`config.mk`:
```
export PLATFORM = sky130hd
export DESIGN_NAME = data_mem_mp
export DESIGN_NICKNAME = d
export VERILOG_FILES = /design/src/rtl/data_mem_mp.sv
export SDC_FILE = /design/constraint.sdc
export NUM_CORES = 2
export LEC_CHECK = 0
export ABC_AREA = 1
export CORE_MARGIN = 2
export CORE_UTILIZATION = 45
export DETAILED_ROUTE_END_ITERATION = 10
export GPL_TIMING_DRIVEN = 1
export PLACE_DENSITY = 0.67
export SYNTH_ARGS = -nofsm -noshare
export SYNTH_HDL_FRONTEND = slang
export SYNTH_SLANG_ARGS = --single-unit
```
`constraint.sdc`:
```
create_clock -name Clk -period 4.6 [get_ports Clk]
set_input_delay 0.46 -clock Clk [delete_from_list [all_inputs] [get_ports Clk]]
set_output_delay 0.46 -clock Clk [all_outputs]
set_load 0.01 [all_outputs]
```
`src/rtl/data_mem_mp.sv`:
```
`default_nettype none
// ============================================================================
// Module      : data_mem_mp
// Description : W x 2**A data memory, one write port, NRD read ports,
//               optional registered read, hardware init sweep on reset/Clear.
// Revision    : 1.0  initial release
// ============================================================================
module data_mem_mp #(
    parameter int              W        = 8,
    parameter int              A        = 8,
    parameter int              NRD      = 2,
    parameter int              RD_REG   = 0,
    parameter logic [W-1:0]    INIT_VAL = '0
) (
    input  logic               Clk,
    input  logic               Reset,
    input  logic               Clear,
    output logic               Busy,
    input  logic               WriteEn,
    input  logic [A-1:0]       WrAddr,
    input  logic [W-1:0]       DataIn,
    input  logic [NRD*A-1:0]   RdAddr,
    output logic [NRD*W-1:0]   RdData
);

    typedef enum logic [0:0] {
        S_INIT = 1'b0,
        S_RUN  = 1'b1
    } state_t;

    state_t         r_state;
    logic [A-1:0]   r_ptr;
    logic           r_busy;

    logic [W-1:0]   r_core [0:(2**A)-1];

    logic           w_wr;
    logic           w_mem_we;
    logic [A-1:0]   w_mem_addr;
    logic [W-1:0]   w_mem_data;

    // A user write landing on a Clear edge is dropped, including its bypass.
    assign w_wr       = (r_state == S_RUN) && WriteEn && !Clear;
    assign w_mem_we   = (r_state == S_INIT) || w_wr;
    assign w_mem_addr = (r_state == S_INIT) ? r_ptr : WrAddr;
    assign w_mem_data = (r_state == S_INIT) ? INIT_VAL : DataIn;
    assign Busy       = r_busy;

    always_ff @(posedge Clk or negedge Reset) begin
        if (!Reset) begin
            r_state <= S_INIT;
            r_ptr   <= '0;
            r_busy  <= 1'b1;
        end else if (Clear) begin
            r_state <= S_INIT;
            r_ptr   <= '0;
            r_busy  <= 1'b1;
        end else begin
            case (r_state)
                S_INIT: begin
                    r_ptr <= r_ptr + 1'b1;
                    if (r_ptr == {A{1'b1}}) begin
                        r_state <= S_RUN;
                        r_busy  <= 1'b0;
                    end
                end
                S_RUN: begin
                    r_busy <= 1'b0;
                end
                default: begin
                    r_state <= S_INIT;
                    r_ptr   <= '0;
                    r_busy  <= 1'b1;
                end
            endcase
        end
    end

    // The array carries no reset; the sweep is what initialises it.
    always_ff @(posedge Clk) begin
        if (w_mem_we) begin
            r_core[w_mem_addr] <= w_mem_data;
        end
    end

    genvar gi;
    generate
        for (gi = 0; gi < NRD; gi++) begin : g_rd
            logic [A-1:0] w_raddr;
            logic [W-1:0] w_rdata;

            assign w_raddr = RdAddr[gi*A +: A];
            assign w_rdata = r_core[w_raddr];

            if (RD_REG == 0) begin : g_comb
                assign RdData[gi*W +: W] = r_busy ? INIT_VAL : w_rdata;
            end else begin : g_reg
                logic [W-1:0] r_rd;

                always_ff @(posedge Clk or negedge Reset) begin
                    if (!Reset) begin
                        r_rd <= '0;
                    end else if (r_busy) begin
                        r_rd <= INIT_VAL;
                    end else if (w_wr && (w_raddr == WrAddr)) begin
                        r_rd <= DataIn;
                    end else begin
                        r_rd <= w_rdata;
                    end
                end

                assign RdData[gi*W +: W] = r_rd;
            end
        end
    endgenerate

endmodule
`default_nettype wire

```
==> results.yml <==
clock_tree:
  clkTransAtPathRegs_ns: 0.06
  htree_levels: 4
  root_buffer: "clkbuf_16"
  cts_tree: "built"
  clock_path_buffers: 3
  cts_made_buffers: 216
  cts_sinks: 2058
  insertion_delay_ns: 0.89
  post-cts-setup-buffer-count: 0
pwr:
  switching_share_pct: 25.4
  power_switching_mw: 10.7
  p_leak_nw: 43.7
  clkPwrFrac_pct: 42.0
  seqPwrFrac_pct: 48.2
  vdd_ir_drop_max_mv: 0.431
  p_comb_share_pct: 9.8
  p_per_area_nw_per_um2: 362
  internal_power_mw: 31.5
synthesis:
  synth_top_area_share_pct: 58.9
  yosysWarningCount: 0
  netlist_instances: 11700
  ys_ff_latch: 2058
  synth.cell_area_um2: 104000
  seq_area_frac_synth_pct: 59.1
  yosysUniqueCellTypes: 33
  ys_top_cells_by_area: "edfxtp_1 59%, nand3_1 18%, nand2_1 15%"
  syn_avg_cell_area_um2: 8.94
  synth_fp_nets: 11700
  yosys.area.top_type: "edfxtp_1"
floorplanning:
  die-area_um2: 236000
  die_h_um: 486
  die_width_um: 486
  rows: 176
  core-area_um2: 230000
  start_util_pct: 45.4
  io_pins: 53
timing:
  hold_violations: 0
  fin_crit_sh_pct: 101
  fmax_mhz: 216
  fin_crit_ns: 4.64
  finalMaxSlewViolations: 0
  tightest_slew_ns: 1.20
  fin_ws_ns: -0.0383
  tns_ns: -0.0771
  setup_violations: 3
  finClkSkew_ns: 0.0515
  rsz0062_at_grt: "no"
  relSlewSlack_pct: 20.1
setup_path:
  cp_cell_sequence: "buf_8, buf_4, o21ai_0, o22ai_1, nand2_1, nand2_1, nor2_1, nor2_1, nor2_1, nor2_1, nor2_1, nor2_2, clkdlybuf4s50_1"
  crit_path_max_incr_delay_ns: 0.74
  worstPathArrival_ns: 4.18
  rr_worst_depth: 8
  cp_max_fo: 71
  slowest_stage: "buf_4"
  worstSetupPathType: "in -> out"
  required_ns: 4.14
  worst_setup_path_start_kind: "input port"
  cp-end-kind: "output pin"
  crit_top_cell: "nor2_1"
placement:
  dpl.hpwl_um: 239000
  portBuffers: 52
  routabilityCongestion: 0.992
  place_area_um2: 109000
detailed_routing:
  vias_per_cell: 6.36
  dr.pass1.iters: 7
  drc_errors: 0
  drtIter0Drc: 16000
  finalWirelength_um: 394000
  antenna_left: 0
  post_drt_wl_per_cell_um: 26.7
  num_vias: 93800
hold_path:
  hold_path.class: "in -> reg"
  worstHoldPathCells: 2
cells_and_area:
  area_growth_pct: 11.5
  multi_input_area_um2: 37500
  final_layout_size_suffix_gt1_share_pct: 7.64
  finalInstanceArea_um2: 116000
  final_cell_mix: "4134 x nand2_1, 3859 x nand3_1, 2048 x edfxtp_1"
  seq_area_um2: 61800
  fillers: 20400
  final_common_cell: "nand2_1"
  fin_nets: 11600
outcome:
  violations: "negative setup slack"
  outcome: "complete, but fails checks"
global_route:
  grt_usage_pct: 32.3
  grt_pass1_vias: 87400
  grt_max_degree: 132
  antenna_found_initial: 12
  grt.overflow.total: 0
  grt_pass1_wl_um: 574000
flow_run:
  max-cap-violations: 0
[Yosys cell counts (all sizes together)]
library cell,count
nand2,4148
dfstp,1
nor4,2
a21oi,38
o22ai,32
nand3,3860
o21ai,71
dfrtp,9
nor2,453
a31oi,1
clkinv,1
a211oi,2
o41ai,1
clkbuf,145
nor3,3
o21a,3
buf,792
or2,3
ha,1
edfxtp,2048
inv,69
[cell type report]
cell class	instances	share of cell area [%]
inverters	70	0.339
clock buffers	254	4.80
repair buffers	574	5.11
flip-flops and latches	2058	53.0
clock inverters	144	1.27
well taps	3026	3.25
multi-input cells	8618	32.2
diodes	7	0.0150
[routing by layer]
layer	wire (um)	up-vias	track usage, %
li1	-	40200	-
met1	141000	44500	42.0
met2	173000	7603	48.7
met5	145	-	0
met4	25900	22	18.4
met3	54900	1456	8.63
[cell families after synthesis]
kind of cell               Yosys count  synth area share, %
and+or+nand+nor                   8469                 35.1
AOI/OAI and AO/OA                  148                0.775
adders and majority gates            1               0.0120
DFF                               2058                 59.1
buffers and inverters             1007                 5.04
[power groups by stage]
stage | Combinational (mW) | Sequential (mW) | Clock [mW]
4_1_cts | 3.94 | 20.3 | 17.8
2_1_floorplan | 2.42 | 20.7 | 0
6_report | 4.13 | 20.3 | 17.7
5_1_grt | 4.29 | 20.3 | 18.5
3_5_place_dp | 3.93 | 20.7 | 0
3_3_place_gp | 3.89 | 20.7 | 0
[worst max-delay path, delay by kind of cell]
family	cells	cell delay [ns]
buffers and inverters	3	1.61
AND/OR/NAND/NOR	8	1.57
AO/OA/AOI/OAI	2	0.39
[sequential cells by signal, summed over array words and instances, names as in the netlist]
register,flops
r_core,2048
r_state,1
Busy,1
r_ptr,8
[final timing paths]
check / from / to / slack [ns]
min: Clear / r_ptr[2]$_DFFE_PN0P_ / 0.27
max: RdAddr[0] / RdData[0] / -0.04
min reg2reg: r_ptr[7]$_DFFE_PN0P_ / r_ptr[7]$_DFFE_PN0P_ / 0.54
max reg2reg: r_state$_DFF_PN0_ / r_core[15][7]$_DFFE_PP_ / 0.74
max in group asynchronous: Reset / Busy$_DFFE_PN1P_ / 3.82
min in group asynchronous: Reset / r_ptr[6]$_DFFE_PN0P_ / 0.44
[metrics by stage]
stage	utilization (%)	setup WS (ns)	hold slack, ns	instances	total power [mW]
4_1_cts	50.6	0.0374	0.237	14700	42.1
2_1_floorplan	-	0.351	0.164	11700	23.2
3_3_place_gp	47.5	0.0495	0.507	14300	24.6
6_report	50.6	-0.0383	0.270	14800	42.2
3_5_place_dp	47.5	0.0393	0.512	14300	24.7
5_1_grt	50.6	0.0546	0.263	14700	43.2
[what timing repair did]
action,4_1_cts,5_1_grt
endpoints found under the setup margin,0,1
endpoints found under the hold margin,9,0
hold buffers,1,0
gates resized for setup,0,1
No activity file was read; power rests on OpenSTA's default activity.
